File: src/rtl/z16_pkg.sv
// Shared definitions for the Z16 issue/writeback sequencer: opcodes, ALU
// control encodings, FSM states and instruction field positions.
package z16_pkg;

    localparam int DATA_W = 16;
    localparam int REG_AW = 4;

    // Instruction field slice positions
    localparam int OP_MSB  = 15;
    localparam int OP_LSB  = 12;
    localparam int RD_MSB  = 11;
    localparam int RD_LSB  = 8;
    localparam int RS1_MSB = 7;
    localparam int RS1_LSB = 4;
    localparam int RS2_MSB = 3;
    localparam int RS2_LSB = 0;
    localparam int IMM_MSB = 7;
    localparam int IMM_LSB = 0;

    // Opcodes
    localparam logic [3:0] OP_ADD = 4'h0;
    localparam logic [3:0] OP_SUB = 4'h1;
    localparam logic [3:0] OP_MUL = 4'h2;
    localparam logic [3:0] OP_DIV = 4'h3;
    localparam logic [3:0] OP_OR  = 4'h4;
    localparam logic [3:0] OP_AND = 4'h5;
    localparam logic [3:0] OP_XOR = 4'h6;
    localparam logic [3:0] OP_SHL = 4'h7;
    localparam logic [3:0] OP_SHR = 4'h8;
    localparam logic [3:0] OP_LDI = 4'h9;

    // ALU control encodings (identical to the ALU opcodes)
    localparam logic [3:0] CTRL_ADD = 4'h0;
    localparam logic [3:0] CTRL_SUB = 4'h1;
    localparam logic [3:0] CTRL_MUL = 4'h2;
    localparam logic [3:0] CTRL_DIV = 4'h3;
    localparam logic [3:0] CTRL_OR  = 4'h4;
    localparam logic [3:0] CTRL_AND = 4'h5;
    localparam logic [3:0] CTRL_XOR = 4'h6;
    localparam logic [3:0] CTRL_SHL = 4'h7;
    localparam logic [3:0] CTRL_SHR = 4'h8;

    typedef enum logic [1:0] {
        S_IDLE = 2'd0,
        S_READ = 2'd1,
        S_EXEC = 2'd2,
        S_WB   = 2'd3
    } state_t;

    // True for opcodes that go through the external ALU
    function automatic logic is_alu_op(input logic [3:0] op);
        return (op <= OP_SHR);
    endfunction

    // ALU control for an opcode; LDI and illegal opcodes drive ADD (0)
    function automatic logic [3:0] alu_ctrl_of(input logic [3:0] op);
        logic [3:0] ctrl;
        case (op)
            OP_ADD:  ctrl = CTRL_ADD;
            OP_SUB:  ctrl = CTRL_SUB;
            OP_MUL:  ctrl = CTRL_MUL;
            OP_DIV:  ctrl = CTRL_DIV;
            OP_OR:   ctrl = CTRL_OR;
            OP_AND:  ctrl = CTRL_AND;
            OP_XOR:  ctrl = CTRL_XOR;
            OP_SHL:  ctrl = CTRL_SHL;
            OP_SHR:  ctrl = CTRL_SHR;
            default: ctrl = CTRL_ADD;
        endcase
        return ctrl;
    endfunction

endpackage

File: src/rtl/z16_regfile.sv
// 16x16 register file: two asynchronous read ports, one synchronous write
// port, synchronous active-low clear of every register.
module z16_regfile
    import z16_pkg::*;
#(
    parameter int NREG = 16
) (
    input  logic              clk,
    input  logic              rst_n,
    input  logic [REG_AW-1:0] rd_addr_a,
    output logic [DATA_W-1:0] rd_data_a,
    input  logic [REG_AW-1:0] rd_addr_b,
    output logic [DATA_W-1:0] rd_data_b,
    input  logic              we,
    input  logic [REG_AW-1:0] wr_addr,
    input  logic [DATA_W-1:0] wr_data
);

    logic [DATA_W-1:0] regs [NREG];

    // Clear takes priority over the write, so a reset in WB drops the write
    always_ff @(posedge clk) begin
        if (!rst_n) begin
            for (int i = 0; i < NREG; i++) begin
                regs[i] <= '0;
            end
        end else if (we) begin
            regs[wr_addr] <= wr_data;
        end
    end

    // Asynchronous read ports
    always_comb begin
        rd_data_a = regs[rd_addr_a];
        rd_data_b = regs[rd_addr_b];
    end

endmodule

File: src/rtl/z16_alu_issue.sv
// Z16 issue/writeback sequencer. Accepts one instruction per four cycles,
// reads operands, drives the external combinational ALU and writes the
// result (or the LDI / divide-by-zero substitute) back to rd.
//
// Handshake: an instruction transfers on a rising edge where i_inst_valid
// and o_inst_ready are both high; i_inst is sampled only at that edge.
module z16_alu_issue
    import z16_pkg::*;
#(
    parameter int NREG = 16
) (
    input  logic        i_clk,
    input  logic        i_rst_n,
    input  logic        i_inst_valid,
    input  logic [15:0] i_inst,
    output logic        o_inst_ready,
    output logic [15:0] o_alu_a,
    output logic [15:0] o_alu_b,
    output logic [3:0]  o_alu_ctrl,
    input  logic [15:0] i_alu_result,
    output logic        o_wb_valid,
    output logic [3:0]  o_wb_addr,
    output logic [15:0] o_wb_data,
    output logic        o_err
);

    state_t      state;
    logic [15:0] inst_q;

    logic [3:0]  op_q;
    logic [3:0]  rd_q;
    logic [3:0]  rs1_q;
    logic [3:0]  rs2_q;
    logic [7:0]  imm_q;

    logic [15:0] rs1_data;
    logic [15:0] rs2_data;
    logic        rf_we;

    logic        exec_wr;
    logic        exec_err;
    logic [15:0] exec_data;

    assign op_q  = inst_q[OP_MSB:OP_LSB];
    assign rd_q  = inst_q[RD_MSB:RD_LSB];
    assign rs1_q = inst_q[RS1_MSB:RS1_LSB];
    assign rs2_q = inst_q[RS2_MSB:RS2_LSB];
    assign imm_q = inst_q[IMM_MSB:IMM_LSB];

    // The write lands at the end of the WB cycle using the registered WB outputs
    assign rf_we = (state == S_WB) && o_wb_valid;

    z16_regfile #(
        .NREG (NREG)
    ) u_regfile (
        .clk       (i_clk),
        .rst_n     (i_rst_n),
        .rd_addr_a (rs1_q),
        .rd_data_a (rs1_data),
        .rd_addr_b (rs2_q),
        .rd_data_b (rs2_data),
        .we        (rf_we),
        .wr_addr   (o_wb_addr),
        .wr_data   (o_wb_data)
    );

    // EXEC-cycle result selection: ALU result, LDI immediate or error substitute
    always_comb begin
        exec_wr   = 1'b1;
        exec_err  = 1'b0;
        exec_data = i_alu_result;
        if (op_q == OP_LDI) begin
            exec_data = {8'h00, imm_q};
        end else if (!is_alu_op(op_q)) begin
            exec_wr  = 1'b0;
            exec_err = 1'b1;
        end else if ((op_q == OP_DIV) && (o_alu_a == 16'h0000)) begin
            exec_data = 16'hFFFF;
            exec_err  = 1'b1;
        end
    end

    // Sequencer FSM with registered handshake, ALU and writeback outputs
    always_ff @(posedge i_clk) begin
        if (!i_rst_n) begin
            state        <= S_IDLE;
            inst_q       <= '0;
            o_inst_ready <= 1'b1;
            o_alu_a      <= '0;
            o_alu_b      <= '0;
            o_alu_ctrl   <= '0;
            o_wb_valid   <= 1'b0;
            o_wb_addr    <= '0;
            o_wb_data    <= '0;
            o_err        <= 1'b0;
        end else begin
            o_wb_valid <= 1'b0;
            o_err      <= 1'b0;
            case (state)
                S_IDLE: begin
                    if (i_inst_valid && o_inst_ready) begin
                        inst_q       <= i_inst;
                        o_inst_ready <= 1'b0;
                        state        <= S_READ;
                    end
                end
                S_READ: begin
                    // Operand A comes from rs2 and B from rs1
                    o_alu_a    <= rs2_data;
                    o_alu_b    <= rs1_data;
                    o_alu_ctrl <= alu_ctrl_of(op_q);
                    state      <= S_EXEC;
                end
                S_EXEC: begin
                    o_wb_valid <= exec_wr;
                    o_err      <= exec_err;
                    if (exec_wr) begin
                        o_wb_addr <= rd_q;
                        o_wb_data <= exec_data;
                    end
                    state <= S_WB;
                end
                S_WB: begin
                    o_inst_ready <= 1'b1;
                    state        <= S_IDLE;
                end
                default: begin
                    o_inst_ready <= 1'b1;
                    state        <= S_IDLE;
                end
            endcase
        end
    end

endmodule
File: config.mk
export PLATFORM = sky130hd
export DESIGN_NAME = z16_alu_issue
export DESIGN_NICKNAME = d
export VERILOG_FILES = /design/src/rtl/z16_pkg.sv /design/src/rtl/z16_regfile.sv /design/src/rtl/z16_alu_issue.sv
export SDC_FILE = /design/constraint.sdc
export NUM_CORES = 1
export LEC_CHECK = 0
export CAP_MARGIN = 15
export CORE_UTILIZATION = 30
export DETAILED_ROUTE_END_ITERATION = 10
export SLEW_MARGIN = 20
export SYNTH_ARGS = -nofsm -noshare
export SYNTH_HDL_FRONTEND = slang
export SYNTH_SLANG_ARGS = --single-unit
File: constraint.sdc
create_clock -name i_clk -period 2.9 [get_ports i_clk]
set_input_delay 0.29 -clock i_clk [delete_from_list [all_inputs] [get_ports i_clk]]
set_output_delay 0.29 -clock i_clk [all_outputs]
set_load 0.01 [all_outputs]
* Word-level counts from Yosys, hierarchy flattened
Memory sizes are Yosys's and may differ from the RTL's. A register that Yosys moved wholly into a read port is not among the register bits.
Index checks and enable logic that the tools add are counted.
** Cells by class
- $lt $le $gt $ge :: 1
- Eq/ne operators :: 6
- Multiplexer cells :: 18
- Bitwise logic cells :: 2
- Reductions and logical operators :: 15
** Operators by type and width (count)
- 2-to-1 mux 16 bit :: 4
- logical NOT 16 bit :: 1
- OR reduction 16 bit :: 1
- 2-to-1 mux 1 bit :: 10
- one-hot mux 2 bit (4 select lines) :: 1
- AND reduction 2 bit :: 4
- == test 2 bit, second input constant :: 2
- == test 4 x 2 -> 1 bit, second input constant :: 1
- == test 4 bit, second input constant :: 1
- <= comparator 4 bit, second input constant :: 1
- 2-to-1 mux 4 bit :: 1
- logical AND 1 bit :: 3
- logical NOT 1 bit :: 3
- OR reduction 3 bit :: 1
- == test 2 x 1 -> 1 bit, second input constant :: 1
- logical NOT 2 bit :: 1
- 2-to-1 mux 2 bit :: 1
- inequality test 2 bit, second input constant :: 1
- inverter 1 bit :: 2
- one-hot mux 1 bit (2 select lines) :: 1
- nonzero test 2 bit :: 1
** Word-level totals
- Bits in registers :: 41
- Bits in writable memories :: 256
- Memory bits (read-only) :: 64
- Output and inout bits :: 59
- Logic and storage cells :: 51
- Memories kept :: 2
** Memories
- u_regfile.regs :: words 16, width 16, rd ports 2, clocked after memory_dff 2, wr ports 16, line z16_regfile.sv:19 : logic [DATA_W-1:0] regs [NREG];
- (name not given) :: words 16, width 4, rd ports 1, clocked after memory_dff 1, wr ports 0, line z16_pkg.sv:58 : case (op)

* Logic depth before layout (Yosys ltp)
Gate-level depths: netlist of run 1.
- Depth in word-level cells :: 7
- Depth in mapped cells :: 8
- Mapped depth without buffers :: 6

* By module
From an unflattened synthesis of run 1, not the netlist that was laid out.
** Unflattened totals
- Cell total of the unflattened synthesis :: 1176
- Area total of the unflattened synthesis :: 16629.7 µm²
** By module, submodules not included
- z16_regfile :: times used 1, cells an instance 859, area an instance 13538.0 µm², sequential area each 7687.4 µm²
- z16_alu_issue :: times used 1, cells an instance 317, area an instance 3091.7 µm², sequential area each 1541.5 µm²

* Worst setup path after synthesis of run 1
OpenSTA, ideal clock, no wires.
- Path kind :: flip-flop to flip-flop
- Start point :: register state[1]
- End point :: memory u_regfile.regs[10][0], enable pin
- Setup time :: 411 ps
- Arrival :: 2226 ps
- Slack :: 263 ps
- Cell stages (with the launch flop) :: 5
- Path buffers :: 0
- Period minus slack after synthesis :: 2637 ps
- Path through :: dfxtp_1 > ha_1 > nand2b_1 > or3_4 > o21ai_0
** RTL lines
- start: declaration :: line z16_alu_issue.sv:27 : state_t state;
- start signal: assignment :: line z16_alu_issue.sv:86 : state <= S_IDLE;
- start signal: assignment :: line z16_alu_issue.sv:104 : state <= S_READ;
- start signal: assignment :: line z16_alu_issue.sv:112 : state <= S_EXEC;
- end: declaration :: line z16_regfile.sv:19

==> results.json, run 1 <==
{
  "min_period_ps": 2340,
  "areaGrowthSynthToFinish_pct": 20.5,
  "io_pins": 94,
  "path_max_fanout": 17,
  "die_area_um2": 56800,
  "drt-initial-drc-count": 1132,
  "ys_seq_area_frac": 0.551,
  "grt_pass1_wl_um": 77400,
  "htreeDepth": 2,
  "holdWs_ps": 68.3,
  "p_comb_frac": 0.255,
  "hpwlAfterDp_um": 36000,
  "vias_per_cell": 5.15,
  "fin_util": 0.366,
  "postRouteAntennaNets": 0,
  "setup_viol": 0,
  "total_power_mw": 14.8,
  "cp-end-kind": "register",
  "routed-via-count": 12000,
  "overflow": 0,
  "track_usage": 0.185,
  "portBuffers": 93,
  "max_freq_mhz": 427,
  "layout_commonest_cell": "and2_1",
  "drt-total-wl_um": 53600,
  "chipHeight_um": 238,
  "cts.sinks": 333,
  "cp_num_cells": 7,
  "gp_congestion": 0.833,
  "final_cell_mix": "and2_1, mux2i_1, edfxtp_1",
  "r2r-end": "u_regfile.regs[0][11]",
  "grt_max_degree": 42,
  "fin_ws_ps": 556,
  "p_int_mw": 10.1,
  "stdcell_count": 2332,
  "postPlaceCellArea_um2": 18800,
  "place_ws_ps": 576,
  "fill_cells": 5372,
  "max_stage_delay_ps": 380,
  "hold_buffers": 0,
  "powerDensity_nw_per_um2": 731,
  "core-area_um2": 55100,
  "cts_tree": "built",
  "post-route-period-util": 0.808,
  "yosys_warnings": 0,
  "synth.cell_area_um2": 16800,
  "hold_viol": 0,
  "p_leak_nw": 7.02,
  "ff2ff_setup_slack_ps": 560,
  "cp.arrival_ps": 2560,
  "postCtsSetupRepairBufs": 0,
  "cts_buffer_depth": 3,
  "hold_class": "in -> reg",
  "layout.nets": 1593,
  "endpoint": "u_regfile.regs[0][11]",
  "cts_root_buf": "clkbuf_16",
  "syn_inst": 1459,
  "dr.pass1.iters": 5,
  "worstSetupStartpoint": "state[1]",
  "outcome": "complete, no violations",
  "ys_ff_latch": 333,
  "r2r-start": "state[1]",
  "fin_tns_setup_ps": 0,
  "antenna_found_initial": 1,
  "initial_utilization": 0.304,
  "numCtsBuffers": 38,
  "ys_types": 36,
  "crit_path_start_kind": "register",
  "avgRoutedWirePerCell_um": 23.0,
  "first_global_vias": 11800,
  "netlist_top_cells_area": "edfxtp_1, mux2i_1, and2_1",
  "die_w_um": 238,
  "clk_pin_slew_ps": 60,
  "cpMaxStageDelayCell": "dfxtp_1",
  "relSlewSlack": 0.312,
  "fin_worst_skew_ps": 24.5,
  "cp_top_family": "simple AND/OR/NAND/NOR gates",
  "irDropWorstVdd_uv": 466,
  "clkPwrFrac": 0.346,
  "drc": 0,
  "p_seq_frac": 0.399,
  "ctsResizeCount": 0,
  "syn_area_per_cell_um2": 11.5,
  "swShare": 0.317,
  "synthDominantCellAreaShare": 0.459,
  "drv_slew": 0,
  "critPathBufInv": 2,
  "maxCapViolations": 0,
  "rr_worst_depth": 7,
  "rsz0062_at_grt": "false",
  "p_sw_mw": 4.67,
  "drive_gt1_frac": 0.110,
  "synth_largest_area_cell": "edfxtp_1",
  "critPathKind": "reg -> reg",
  "syn_nets": 1499,
  "rows": 86,
  "cp.required_ps": 3120,
  "tightest_slew_ps": 1030,
  "dpl.cell_count": 2261,
  "insertion_delay_ps": 540,
  "design_area_um2": 20200,
  "crit_chain": "ha_1 > nand2b_1 > or3_4 > nor3_2 > buf_4 > nand2b_1 > buf_4"
}
[synthesized netlist by cell type (all sizes together)]
library cell / instances
o22ai: 1
nor4: 3
a22oi: 96
a21oi: 34
nor4b: 1
o221ai: 1
or2: 1
and2: 260
nor2: 29
and3: 2
edfxtp: 256
nor3b: 1
nor2b: 14
nand4: 3
nor3: 9
o311a: 1
a21boi: 22
clkbuf: 80
nand2b: 12
inv: 5
nand3: 102
o21ai: 9
nand2: 112
mux2i: 258
o221a: 8
buf: 37
a211oi: 9
nand3b: 1
ha: 5
o21a: 8
dfxtp: 77
or3: 2
[sequential cells by signal, summed over array words and instances (netlist names)]
| signal | cells |
|---|---|
| o_alu_a | 16 |
| o_wb_data | 16 |
| o_err | 1 |
| o_alu_ctrl | 4 |
| inst_q | 16 |
| o_wb_addr | 4 |
| o_wb_valid | 1 |
| o_inst_ready | 1 |
| state | 2 |
| u_regfile.regs | 256 |
| o_alu_b | 16 |
[metal layers]
layer,up-vias,GRT usage,routed length (um)
li1,5480,-,-
met1,5946,0.261,24100
met2,508,0.276,22900
met3,79,0.0404,4780
met4,0,0.0657,1780
met5,-,0,0
[kinds of logic after synthesis]
kind of cell,share of synthesized area
AND/OR/NAND/NOR,0.181
buffers and inverters,0.0301
multiplexers,0.154
flip-flops,0.551
adder cells (fa/ha/maj),0.00373
AO/OA/AOI/OAI,0.0802
[power by group through the flow]
stage / Combinational (mW) / Sequential, mW / Clock [mW]
final: 3.76 / 5.89 / 5.11
after global placement: 3.66 / 5.96 / 0
after CTS: 3.71 / 5.88 / 5.16
after detailed placement: 3.69 / 5.97 / 0
after floorplan: 1.83 / 5.94 / 0
after global routing: 3.94 / 5.92 / 5.33
[worst min path at each step]
stage | start | to | slack, ps | cells after the start
final | i_rst_n | o_wb_addr[1] | 70 | 2
after global routing | i_rst_n | o_wb_addr[1] | 60 | 2
after CTS | i_rst_n | o_wb_addr[1] | 50 | 2
after detailed placement | inst_q[10] | inst_q[10] | 460 | 2
after global placement | o_alu_b[12] | o_alu_b[12] | 450 | 2
after floorplan | i_alu_result[0] | o_wb_data[0] | 410 | 1
[layout make-up]
class | instances | area [um^2] | area share
multi-input combinational | 1004 | 7050 | 0.349
timing repair buffer | 171 | 1590 | 0.0786
inverter | 5 | 18.8 | 0.000930
antenna | 1 | 2.50 | 0.000124
clock inverter | 8 | 87.6 | 0.00434
tap | 748 | 936 | 0.0464
clock buffer | 62 | 1270 | 0.0629
sequential | 333 | 9240 | 0.458
No activity file was read; power rests on OpenSTA's default activity.
==> run 2: changes to the inputs <==
- clock period: 2.9 -> 2.3 ns (I/O delays scaled with it)
==> run 2 against run 1 <==
  * Final area up 0.74%
  * Critical endpoint is now u_regfile.regs[8][1]
  * Largest cell class unchanged
  * Sequential power grew 26%
  * Setup slack worse by 320 ps
  * Utilization increased by 0.27 points
==> results.json, run 2 (synthesized netlist as in run 1, its figures left out) <==
{
  "relSlewSlack": 0.531,
  "routed-via-count": 12100,
  "hold_viol": 0,
  "avgRoutedWirePerCell_um": 23.1,
  "cp.arrival_ps": 2480,
  "layout.nets": 1603,
  "rr_worst_depth": 5,
  "die_w_um": 238,
  "wl_met2_um": 23600,
  "setup_viol": 0,
  "overflow": 0,
  "crit_path_start_kind": "register",
  "postCtsSetupRepairBufs": 0,
  "gp_congestion": 0.844,
  "drt-initial-drc-count": 1201,
  "hold_class": "in -> reg",
  "irDropWorstVdd_uv": 597,
  "cts_tree": "built",
  "wl_met1_um": 24500,
  "p_leak_nw": 7.08,
  "crit_chain": "ha_1 > nand2b_1 > or3_4 > nor2_2 > and2_1",
  "worstSetupStartpoint": "state[1]",
  "layout_commonest_cell": "and2_1",
  "critPathKind": "reg -> reg",
  "drt-total-wl_um": 54100,
  "first_global_vias": 11700,
  "htreeDepth": 2,
  "areaGrowthSynthToFinish_pct": 21.3,
  "cp-end-kind": "register",
  "postRouteAntennaNets": 0,
  "r2r-end": "u_regfile.regs[8][1]",
  "dpl.cell_count": 2270,
  "r2r-start": "state[1]",
  "numCtsBuffers": 39,
  "initial_utilization": 0.304,
  "hpwlAfterDp_um": 35800,
  "max_freq_mhz": 484,
  "powerDensity_nw_per_um2": 922,
  "tightest_slew_ps": 702,
  "drv_slew": 0,
  "path_max_fanout": 16,
  "final_cell_mix": "and2_1, mux2i_1, edfxtp_1",
  "max_stage_delay_ps": 530,
  "cts_root_buf": "clkbuf_16",
  "chipHeight_um": 238,
  "top_register": "u_regfile.regs",
  "wl_met3_um": 4630,
  "portBuffers": 93,
  "grt_pass1_wl_um": 78400,
  "dr.pass1.iters": 5,
  "cp.required_ps": 2710,
  "insertion_delay_ps": 560,
  "drive_gt1_frac": 0.114,
  "die_area_um2": 56800,
  "top_layer": "met5",
  "clk_pin_slew_ps": 60,
  "track_usage": 0.188,
  "stdcell_count": 2340,
  "outcome": "complete, no violations",
  "ff2ff_setup_slack_ps": 230,
  "fin_util": 0.369,
  "ctsResizeCount": 0,
  "cpMaxStageDelayCell": "nor2_2",
  "drc": 0,
  "largest_reg_flops": 256,
  "maxCapViolations": 0,
  "endpoint": "u_regfile.regs[8][1]",
  "cts_buffer_depth": 3,
  "grt_max_degree": 59,
  "io_pins": 94,
  "rows": 86,
  "post-route-period-util": 0.898,
  "antenna_found_initial": 1,
  "rsz0062_at_grt": "false",
  "min_period_ps": 2070,
  "fin_worst_skew_ps": 17.8,
  "vias_per_cell": 5.19,
  "n_antenna_cell": 0,
  "cts.sinks": 333,
  "core-area_um2": 55100,
  "hold_buffers": 0
}
-- run 2: per-stage QoR --
step,total power [mW],setup slack (ps),TNS (ps),hold WS (ps),area [um^2]
3_5_place_dp,12.3,202,0,449,19000
3_3_place_gp,12.2,66.2,0,445,19000
5_1_grt,19.3,96.9,0,247,20300
4_1_cts,18.8,194,0,224,20300
6_report,18.7,234,0,245,20300
2_1_floorplan,9.79,-337,-10780,354,16800
-- run 2: worst min-delay path by stage --
| stage | from | endpoint | slack (ps) | depth (start not counted) |
|---|---|---|---|---|
| 2_1_floorplan | i_alu_result[0] | o_wb_data[0] | 350 | 1 |
| 3_3_place_gp | o_alu_b[5] | o_alu_b[5] | 450 | 2 |
| 3_5_place_dp | o_alu_b[0] | o_alu_b[0] | 450 | 2 |
| 4_1_cts | i_inst[4] | inst_q[4] | 220 | 3 |
| 5_1_grt | i_inst[12] | inst_q[12] | 250 | 3 |
| 6_report | i_inst[4] | inst_q[4] | 250 | 3 |
-- run 2: per-layer routing --
layer	track usage	vias up
li1	-	5494
met1	0.271	6032
met2	0.281	548
met3	0.0385	67
met4	0.0594	2
met5	0	-
-- run 2: final cells by class --
cell class	instances	area [um^2]
repair buffers	180	1750
flip-flops and latches	333	9240
clock inverters	14	195
well taps	748	936
fillers	5410	34800
multi-input cells	1004	7050
inverters	5	18.8
clock buffers	56	1140
-- run 2: critical path, delay by kind of cell, from the launching register on --
kind / cells / cell delay [ps]
fa+ha+maj: 1 / 290
flops: 1 / 390
simple gates: 4 / 1240
-- run 2: where the power goes --
part,total [mW],leakage (nW),switching [mW],internal [mW]
Sequential,7.41,3.27,0.475,6.94
Clock,6.49,0.658,2.49,4.01
Combinational,4.84,3.15,2.98,1.86
